File: src/rtl/cm_pkg.sv
// CM bus protocol bytes and the reply receiver state encoding, shared with
// the guess sequencer.
package cm_pkg;

    localparam logic [7:0] CM_START             = 8'h01;
    localparam logic [7:0] CM_BEGIN_GUESSING    = 8'h02;
    localparam logic [7:0] CM_YES               = 8'h03;
    localparam logic [7:0] CM_NO                = 8'h04;
    localparam logic [7:0] CM_END               = 8'h05;
    localparam logic [7:0] CM_START_GUESS_RANGE = 8'h06;

    typedef enum logic [0:0] {
        RX_IDLE  = 1'b0,
        RX_ARMED = 1'b1
    } rx_state_e;

    // True for the two bytes that terminate a guess frame.
    function automatic logic is_reply(input logic [7:0] b);
        return (b == CM_YES) || (b == CM_NO);
    endfunction

endpackage

File: src/rtl/cm_byte_filter.sv
// Receive filter for the CM bus read-back byte: two-stage synchronizer,
// stability counter and last-accepted-byte memory. A byte is accepted once,
// after STABLE_CYC identical synced samples, and only if it differs from the
// previously accepted byte.
module cm_byte_filter
    import cm_pkg::*;
#(
    parameter int STABLE_CYC = 4
) (
    input  logic       CLK_50,
    input  logic       RST_N,
    input  logic [7:0] data_in,
    input  logic       drive_en,
    input  logic       tx_done,
    output logic       acc_valid,
    output logic [7:0] acc_byte
);

    localparam int STAB_W = (STABLE_CYC > 1) ? $clog2(STABLE_CYC) : 1;
    localparam logic [STAB_W-1:0] STAB_MAX = STAB_W'(STABLE_CYC - 1);

    logic [7:0]        s1_q;
    logic [7:0]        s2_q;
    logic [STAB_W-1:0] stab_q;
    logic [STAB_W-1:0] stab_d;
    logic [7:0]        last_acc_q;
    logic [7:0]        last_acc_d;

    // Acceptance is blocked while the FPGA drives the bus so a filter that is
    // mid-count when drive_en rises never fires.
    always_comb begin
        acc_valid = (stab_q == STAB_MAX) && (s2_q != last_acc_q) && !drive_en;
        acc_byte  = s2_q;
    end

    // Stability count: s1 is the value s2 takes next, so s1 == s2 means the
    // synced byte is about to repeat.
    always_comb begin
        stab_d = stab_q;
        if (drive_en || (s1_q != s2_q)) begin
            stab_d = '0;
        end else if (stab_q != STAB_MAX) begin
            stab_d = stab_q + 1'b1;
        end
    end

    // Forgetting the last byte on a new frame lets an identical reply in the
    // next round be accepted again.
    always_comb begin
        last_acc_d = last_acc_q;
        if (drive_en || tx_done) begin
            last_acc_d = 8'h00;
        end else if (acc_valid) begin
            last_acc_d = s2_q;
        end
    end

    // Synchronizer and filter state registers.
    always_ff @(posedge CLK_50 or negedge RST_N) begin
        if (!RST_N) begin
            s1_q       <= 8'h00;
            s2_q       <= 8'h00;
            stab_q     <= '0;
            last_acc_q <= 8'h00;
        end else begin
            s1_q       <= data_in;
            s2_q       <= s1_q;
            stab_q     <= stab_d;
            last_acc_q <= last_acc_d;
        end
    end

endmodule

File: src/rtl/cm_reply_rx.sv
// CM bus reply receiver: decodes filtered MCU reply bytes, times the reply
// latency of each guess frame and keeps the slowest guess seen.
//
//   state    | meaning
//   ---------+-------------------------------------------------------------
//   RX_IDLE  | no frame outstanding; accepted 0x02 gives begin_pulse
//   RX_ARMED | guess frame sent; latency counter runs until YES/NO/timeout
//
// The reported latency includes the filter delay (STABLE_CYC + 1 cycles) on
// top of the true MCU reply delay; it is left in rather than subtracted.
module cm_reply_rx
    import cm_pkg::*;
#(
    parameter int STABLE_CYC  = 4,
    parameter int LAT_W       = 24,
    parameter int TIMEOUT_CYC = 5_000_000
) (
    input  logic             CLK_50,
    input  logic             RST_N,
    input  logic [7:0]       data_in,
    input  logic             drive_en,
    input  logic             tx_done,
    input  logic [7:0]       guess_byte,
    input  logic             clear_stats,
    output logic             begin_pulse,
    output logic             reply_valid,
    output logic             reply_yes,
    output logic [LAT_W-1:0] latency,
    output logic             timeout,
    output logic [LAT_W-1:0] max_latency,
    output logic [7:0]       max_guess,
    output logic             busy
);

    localparam logic [LAT_W-1:0] TIMEOUT_VAL = LAT_W'(TIMEOUT_CYC);
    localparam logic [LAT_W-1:0] LAT_MAX     = '1;

    logic       acc_valid;
    logic [7:0] acc_byte;

    rx_state_e        state_q,     state_d;
    logic [LAT_W-1:0] cnt_q,       cnt_d;
    logic [LAT_W-1:0] cnt_inc;
    logic [7:0]       guess_q,     guess_d;
    logic             begin_q,     begin_d;
    logic             valid_q,     valid_d;
    logic             yes_q,       yes_d;
    logic [LAT_W-1:0] latency_q,   latency_d;
    logic             timeout_q,   timeout_d;
    logic [LAT_W-1:0] max_lat_q,   max_lat_d;
    logic [7:0]       max_guess_q, max_guess_d;

    cm_byte_filter #(
        .STABLE_CYC (STABLE_CYC)
    ) u_filter (
        .CLK_50    (CLK_50),
        .RST_N     (RST_N),
        .data_in   (data_in),
        .drive_en  (drive_en),
        .tx_done   (tx_done),
        .acc_valid (acc_valid),
        .acc_byte  (acc_byte)
    );

    // Next-state, latency counter and stats; tx_done always restarts the
    // frame, a reply beats a timeout landing in the same cycle.
    always_comb begin
        state_d     = state_q;
        cnt_d       = cnt_q;
        guess_d     = guess_q;
        begin_d     = 1'b0;
        valid_d     = 1'b0;
        yes_d       = yes_q;
        latency_d   = latency_q;
        timeout_d   = 1'b0;
        max_lat_d   = max_lat_q;
        max_guess_d = max_guess_q;
        cnt_inc     = (cnt_q == LAT_MAX) ? cnt_q : cnt_q + 1'b1;

        case (state_q)
            RX_IDLE: begin
                if (acc_valid && (acc_byte == CM_BEGIN_GUESSING)) begin
                    begin_d = 1'b1;
                end
                if (tx_done) begin
                    state_d = RX_ARMED;
                    cnt_d   = '0;
                    guess_d = guess_byte;
                end
            end
            RX_ARMED: begin
                if (tx_done) begin
                    cnt_d   = '0;
                    guess_d = guess_byte;
                end else begin
                    cnt_d = cnt_inc;
                    if (acc_valid && is_reply(acc_byte)) begin
                        valid_d   = 1'b1;
                        yes_d     = (acc_byte == CM_YES);
                        latency_d = cnt_inc;
                        state_d   = RX_IDLE;
                    end else if (cnt_inc == TIMEOUT_VAL) begin
                        timeout_d = 1'b1;
                        state_d   = RX_IDLE;
                    end
                end
            end
            default: state_d = RX_IDLE;
        endcase

        // A clear coinciding with a reply restarts the stats from that reply.
        if (valid_d && (clear_stats || (latency_d > max_lat_q))) begin
            max_lat_d   = latency_d;
            max_guess_d = guess_q;
        end else if (clear_stats) begin
            max_lat_d   = '0;
            max_guess_d = 8'h00;
        end
    end

    // State, counter and registered outputs.
    always_ff @(posedge CLK_50 or negedge RST_N) begin
        if (!RST_N) begin
            state_q     <= RX_IDLE;
            cnt_q       <= '0;
            guess_q     <= 8'h00;
            begin_q     <= 1'b0;
            valid_q     <= 1'b0;
            yes_q       <= 1'b0;
            latency_q   <= '0;
            timeout_q   <= 1'b0;
            max_lat_q   <= '0;
            max_guess_q <= 8'h00;
        end else begin
            state_q     <= state_d;
            cnt_q       <= cnt_d;
            guess_q     <= guess_d;
            begin_q     <= begin_d;
            valid_q     <= valid_d;
            yes_q       <= yes_d;
            latency_q   <= latency_d;
            timeout_q   <= timeout_d;
            max_lat_q   <= max_lat_d;
            max_guess_q <= max_guess_d;
        end
    end

    assign begin_pulse = begin_q;
    assign reply_valid = valid_q;
    assign reply_yes   = yes_q;
    assign latency     = latency_q;
    assign timeout     = timeout_q;
    assign max_latency = max_lat_q;
    assign max_guess   = max_guess_q;
    assign busy        = (state_q == RX_ARMED);

endmodule

File: config.mk
export PLATFORM = sky130hd
export DESIGN_NAME = cm_reply_rx
export DESIGN_NICKNAME = d
export VERILOG_FILES = /design/src/rtl/cm_pkg.sv /design/src/rtl/cm_byte_filter.sv /design/src/rtl/cm_reply_rx.sv
export SDC_FILE = /design/constraint.sdc
export NUM_CORES = 1
export LEC_CHECK = 0
export ABC_AREA = 1
export CAP_MARGIN = 20
export CORE_MARGIN = 4
export CORE_UTILIZATION = 60
export CTS_CLUSTER_DIAMETER = 120
export CTS_CLUSTER_SIZE = 25
export DETAILED_ROUTE_END_ITERATION = 12
export GPL_TIMING_DRIVEN = 0
export HOLD_SLACK_MARGIN = 0.06
export PLACE_DENSITY = 0.86
export SYNTH_ARGS = -nofsm -noshare
export SYNTH_HDL_FRONTEND = slang
export SYNTH_HIERARCHICAL = 1
export SYNTH_SLANG_ARGS = --single-unit
File: constraint.sdc
create_clock -name CLK_50 -period 9.7 [get_ports CLK_50]
set_input_delay 1.455 -clock CLK_50 [delete_from_list [all_inputs] [get_ports CLK_50]]
set_output_delay 1.455 -clock CLK_50 [all_outputs]
set_load 0.05 [all_outputs]
==> results.tsv, run 1 <==
metric	value	unit
status	complete, no violations	
H-tree depth	4	
Comb power frac	4.0	%
num rows	36	
Post-Syn Nets	820	
TritonCTS Buffers	17	
RSZ-0062 raised after global routing	no	
Most Frequent Cell on Critical Path	nand2_1	
number of remaining DRC errors	0	
CTS max path bufs	2	
share of cells above drive strength 1	7.67	%
number of hold violations in the final report	0	
Leakage	3.76	nW
Pint	977	uW
Worst Hold Path EP	u_filter/acc_byte[0]	
hold path depth	0	
fmax	179	MHz
FF-to-FF setup slack	4840	ps
mapped cell area	6210	um2
die height	110	um
clock power share	55.2	%
Global Route met2 Usage	54.3	%
commonest non-fill, non-tap cell in the layout	nand2_1	
DRT antenna net count	0	
flops & latches, synth	119	
setup tns final	0	ps
GR Util met3	7.69	%
hpwl dp	12900	um
post-placement cell count	988	
part of the power in registers	40.8	%
post-cts hold buffer count	0	
Tcrit/Tclk final	57.7	%
Cell variety after synth	35	
worst endpoint required time	10170	ps
Setup CP Type	input port to register	
TritonCTS clock tree	built	
post-synthesis sequential area ratio	48.0	%
largest net degree at the start of global routing	91	
syn_area_per_cell	8.03	um2
CTS Root Cell	clkbuf_8	
ANT cells	0	
CP endpoint kind	register	
die width	110	um
antenna violations before repair	0	
pins over their slew limit	0	
starting density of the core	62.7	%
First DRT Iteration DRCs	511	
Reg clk slew, reported paths	60	ps
crit-path max FO	10	
hold crit path type	register to register	
min cycle time layout	5600	ps
placeable core area	9910	um2
Sw Ratio	22.2	%
DR vias	5896	
CP peak stage delay	500	ps
Post-Layout Cell Count	1020	
routability cong.	0.976	
Total Routing Usage GR	32.7	%
later-pin clock latency in the skew report	540	ps
actual slew at the worst max-slew pin	699	ps
Pwr Total	1.26	mW
full die area	12000	um2
Net Sw Power	279	uW
GR Overflow Total	0	
Yosys warnings	6	
GR Util met1	40.3	%
# setup viols final	0	
clock skew	6.43	ps
r2r worst-path depth	22	
max-cap violation count	0	
Layout Nets	921	
HP Start	u_filter/s1_q[0]	
worst path arrival time	6070	ps
Area Overhead vs Synth	26.6	%
port bufs	81	
global route hottest layer	met2	
Hold WS	389	ps
Peak VDD IR	0.137	mV
worst path bufs/invs	6	
final wirelength	18200	um
# clock sinks	119	
power per cell area	160	nW/um2
DR pass1 iterations	5	
drt via density	5.78	
reg2reg start	u_filter/stab_q[1]	
Ports	82	
relative slew slack	53.4	%
PostCTS Resize Cnt	0	
CP Launch Type	input port	
crit path cell chain	clkdlybuf4s50_1, nor2_4, nand2_8, inv_2, nand2_1, nor2_4, inv_1, buf_2, clkbuf_1, nand2_1, o21ai_0, ha_1, nand2_1, nor2_1, nand4_1, nor2_1, nand2_1, a31oi_1, clkbuf_1, nand2_1, nand2_1	
vias in the first global route	5922	
WL/cell	17.9	um
first-pass GRT wire length	29400	um
most frequent cells in the layout	nand2_1 (244), dfrtp_1 (119), inv_1 (86)	
cell family with most CP delay	simple AND/OR/NAND/NOR gates	
total setup buffers inserted after CTS	0	
Crit Reg-Reg Endpoint	max_latency[8]	
CP max stage cell	clkdlybuf4s50_1	
cells after synthesis	773	
[synthesized netlist by cell type]
master,count,area share [%]
nor2_4,4,0.73
nand3b_1,1,0.12
o21a_1,2,0.24
o21ai_0,37,3.0
nor3_2,1,0.16
clkbuf_1,18,1.1
a21o_1,1,0.12
nor4_1,1,0.10
o21ai_1,5,0.40
nor3_1,3,0.24
nand2_2,4,0.40
a21oi_1,17,1.4
inv_1,86,5.2
xnor2_1,6,0.85
xor2_1,10,1.4
o22ai_1,17,1.7
nand4_1,17,1.7
clkinv_1,1,0.060
nor2_8,1,0.32
mux2i_1,1,0.16
buf_2,1,0.081
nor2_1,58,3.5
inv_2,5,0.30
mux2_2,8,1.5
buf_6,1,0.18
nand2_8,1,0.32
ha_1,26,5.2
dfrtp_1,119,48
nor2_2,5,0.50
a21boi_0,1,0.12
a31oi_1,1,0.10
nand3_1,65,5.2
o31ai_1,1,0.12
nand2_1,244,15
nand2_4,4,0.73
[cell families after synthesis]
kind of cell             count (synthesis)  synth area share (%)
AND/OR/NAND/NOR                        409                  28.8
flip-flops                             119                  48.0
buffers and inverters                  112                  6.91
AO/OA/AOI/OAI                           82                  7.17
adder cells (fa/ha/maj)                 26                  5.24
XOR/XNOR                                16                  2.26
multiplexers                             9                  1.61
[flip-flops by register name, indices dropped and copies added, names as in the netlist]
signal	cells
begin_pulse	1
busy	1
cnt_q	24
guess_q	8
latency	24
max_guess	8
max_latency	24
reply_valid	1
reply_yes	1
timeout	1
u_filter/acc_byte	8
u_filter/last_acc_q	8
u_filter/s1_q	8
u_filter/stab_q	2
[routing by layer]
layer / wire length (um) / part of all wire (%) / up-vias
met5: 0 / 0 / -
li1: - / - / 2698
met4: 618 / 3.4 / 0
met3: 1670 / 9.2 / 61
met2: 9200 / 51 / 327
met1: 6720 / 37 / 2810
[final cells by class]
class	instances	area [um2]
inverters	92	345
multi-input cells	542	2800
clock inverters	13	216
clock buffers	19	432
plain buffers	20	83.8
flip-flops and latches	119	2980
well taps	133	166
repair buffers	82	840
fillers	643	2050
[worst max path at each step]
stage | startpoint | endpoint | slack, ps | cells past startpoint
finish | drive_en | max_latency[8] | 4100 | 21
global route | drive_en | max_latency[8] | 3770 | 21
CTS | drive_en | max_latency[8] | 4270 | 21
detailed placement | drive_en | max_latency[1] | 3870 | 21
global placement | RST_N | u_filter/s1_q[6] | 2610 | 1
floorplan | drive_en | max_latency[0] | 5500 | 20
[power by group through the flow]
| stage | clock network, mW | logic [mW] | registers [mW] |
|---|---|---|---|
| 3_5_place_dp | 0 | 0.0496 | 0.521 |
| 4_1_cts | 0.694 | 0.0501 | 0.512 |
| 6_report | 0.693 | 0.0500 | 0.512 |
| 3_3_place_gp | 0 | 0.0464 | 0.520 |
| 5_1_grt | 0.720 | 0.0555 | 0.513 |
| 2_1_floorplan | 0 | 0.0222 | 0.519 |
[worst reg2reg max path, stage by stage, from the launching register on]
cell and delay [ps]:
dfrtp_1 370, ha_1 250, inv_1 110, nor2_4 270, nand2_8 110, inv_2 70
nand2_1 170, nor2_4 280, inv_1 100, buf_2 210, clkbuf_1 350, nand2_1 180
o21ai_0 150, ha_1 360, nand2_1 60, nor2_1 200, nand4_1 180, nor2_1 150
nand2_1 90, a31oi_1 420, clkbuf_1 480, nand2_1 150, nand2_1 90
[stage by stage]
stage / cell area (um2) / utilization (%) / worst slack (ps)
floorplan: 6210 / - / 5500
global placement: 7190 / 72.5 / 2610
detailed placement: 7210 / 72.8 / 3870
CTS: 7860 / 79.3 / 4270
global route: 7860 / 79.3 / 3770
finish: 7860 / 79.3 / 4100
(Power assumes the default switching activity.)
==> run 2, diff against run 1 <==
- CORE_UTILIZATION: 60 -> 50
- PLACE_DENSITY: 0.86 -> 0.76
- clock period: 9.7 -> 4.7 ns (I/O delays scaled with it)
==> run 2 against run 1 <==
Net effect: utilization shrank 14 points; clock skew is 2.0 ps higher; highest routed layer unchanged; combinational power rose by 100%; critical path depth fell by 2; die area up 18%; largest power group unchanged.
==> results.tsv, run 2 (same netlist as run 1, synthesis figures left out) <==
metric	value	unit
status	complete, no violations	
starting density of the core	51.5	%
Area Overhead vs Synth	27.5	%
commonest non-fill, non-tap cell in the layout	nand2_1	
largest net degree at the start of global routing	68	
fmax	231	MHz
CTS max path bufs	2	
DR vias	5476	
Peak VDD IR	0.315	mV
die width	119	um
CP max stage cell	clkdlybuf4s50_1	
crit-path max FO	10	
min cycle time layout	4330	ps
WL/cell	15.4	um
CP peak stage delay	510	ps
worst path bufs/invs	6	
share of cells above drive strength 1	8.79	%
CTS Root Cell	clkbuf_16	
CP endpoint kind	register	
Reg clk slew, reported paths	50	ps
drt via density	5.19	
ANT cells	0	
post-placement cell count	1023	
DR pass1 iterations	5	
# clock sinks	119	
vias in the first global route	5325	
pre-CTS setup slack	-344	ps
Layout Nets	921	
clock skew	8.43	ps
Setup CP Type	input port to register	
die height	119	um
Post-Layout Cell Count	1055	
worst path arrival time	4680	ps
TritonCTS Buffers	17	
max-cap violation count	0	
cell family with most CP delay	buffers and inverters	
number of hold violations in the final report	0	
worst endpoint required time	5050	ps
final wirelength	16200	um
port bufs	81	
first-pass GRT wire length	27000	um
Ports	82	
Filler Cell Count	1026	
H-tree depth	4	
num rows	40	
GR Overflow Total	0	
CP Launch Type	input port	
Tcrit/Tclk final	92.1	%
later-pin clock latency in the skew report	420	ps
First DRT Iteration DRCs	404	
full die area	14300	um2
TritonCTS clock tree	built	
routability cong.	0.949	
most frequent cells in the layout	nand2_1 (244), dfrtp_1 (119), inv_1 (86)	
pins over their slew limit	0	
Total Routing Usage GR	24.0	%
Most Frequent Cell on Critical Path	nand2_1	
hold crit path type	input port to async pin	
# setup viols final	0	
antenna violations before repair	0	
DRT antenna net count	0	
RSZ-0062 raised after global routing	no	
number of remaining DRC errors	0	
Util after Layout	65.6	%
Leakage	3.78	nW
placeable core area	12100	um2
crit path cell chain	clkdlybuf4s50_1, nor2_4, nand2_8, inv_2, nand2_1, nor2_4, inv_1, buf_2, clkbuf_2, o21ai_0, ha_1, a21oi_1, o21ai_0, a21oi_1, nand3_1, a31oi_2, clkbuf_2, nand2_1, nand2_1	
hpwl dp	12100	um
power per cell area	325	nW/um2
actual slew at the worst max-slew pin	603	ps
final worst slack	374	ps
relative slew slack	59.8	%
## run 2: changes by cell type in the layout (fill, tap and decap cells not counted)
cell and delta:
clkinvlp_4 +2, clkbuf_16 +1, a31oi_1 -1, clkbuf_2 +8
inv_8 +2, clkbuf_1 -9, clkinv_4 -3, clkbuf_8 -2
inv_6 +2, a31oi_2 +1, bufinv_16 -1
## run 2: cell type report
type	instances	area (um2)	area share (%)
flip-flops and latches	119	2980	37.6
multi-input cells	542	2810	35.5
repair buffers	82	840	10.6
clock buffers	17	425	5.37
inverters	92	345	4.36
clock inverters	15	215	2.72
well taps	168	210	2.66
plain buffers	20	93.8	1.19
## run 2: repair_timing
action / 4_1_cts / 5_1_grt
endpoints found under the hold margin: 0 / 0
resized for setup: 0 / 17
hold buffers: 0 / 0
setup endpoints to repair: 0 / 30
buffers inserted: 0 / 0
## run 2: final timing paths
check / startpoint / end / slack [ps] / cells past startpoint
max: drive_en / max_latency[2] / 370 / 19
min: RST_N / cnt_q[11] / 230 / 1
max reg2reg: u_filter/stab_q[0] / max_latency[2] / 530 / 20
min reg2reg: u_filter/s1_q[3] / u_filter/acc_byte[3] / 370 / 0
max in group asynchronous: RST_N / u_filter/s1_q[4] / 3790 / 2
min in group CLK_50: u_filter/s1_q[3] / u_filter/acc_byte[3] / 370 / 0
## run 2: layer usage
| layer | vias to the layer above | part of all wire, % | GRT usage (%) |
|---|---|---|---|
| met5 | - | 0 | 0 |
| met4 | 0 | 2.3 | 7.87 |
| met3 | 32 | 7.5 | 6.98 |
| met2 | 187 | 47 | 38.4 |
| met1 | 2553 | 43 | 31.4 |
| li1 | 2704 | - | - |
## run 2: where the power goes
part           switching [mW]  internal [mW]  leakage [nW]
clock network           0.511          0.901         0.309
logic                  0.0618         0.0391          1.87
registers              0.0153           1.04          1.60
total                   0.588           1.98          3.78
## run 2: stage by stage
| step | instance area, um2 | TNS, ps | power, mW | hold WS (ps) |
|---|---|---|---|---|
| 6_report | 7920 | 0 | 2.57 | 232 |
| 5_1_grt | 7920 | 0 | 2.65 | 271 |
| 4_1_cts | 7900 | 0 | 2.58 | 252 |
| 3_5_place_dp | 7260 | -9240 | 1.18 | 368 |
| 3_3_place_gp | 7230 | -206900 | 1.17 | 357 |
| 2_1_floorplan | 6210 | 0 | 1.12 | 354 |
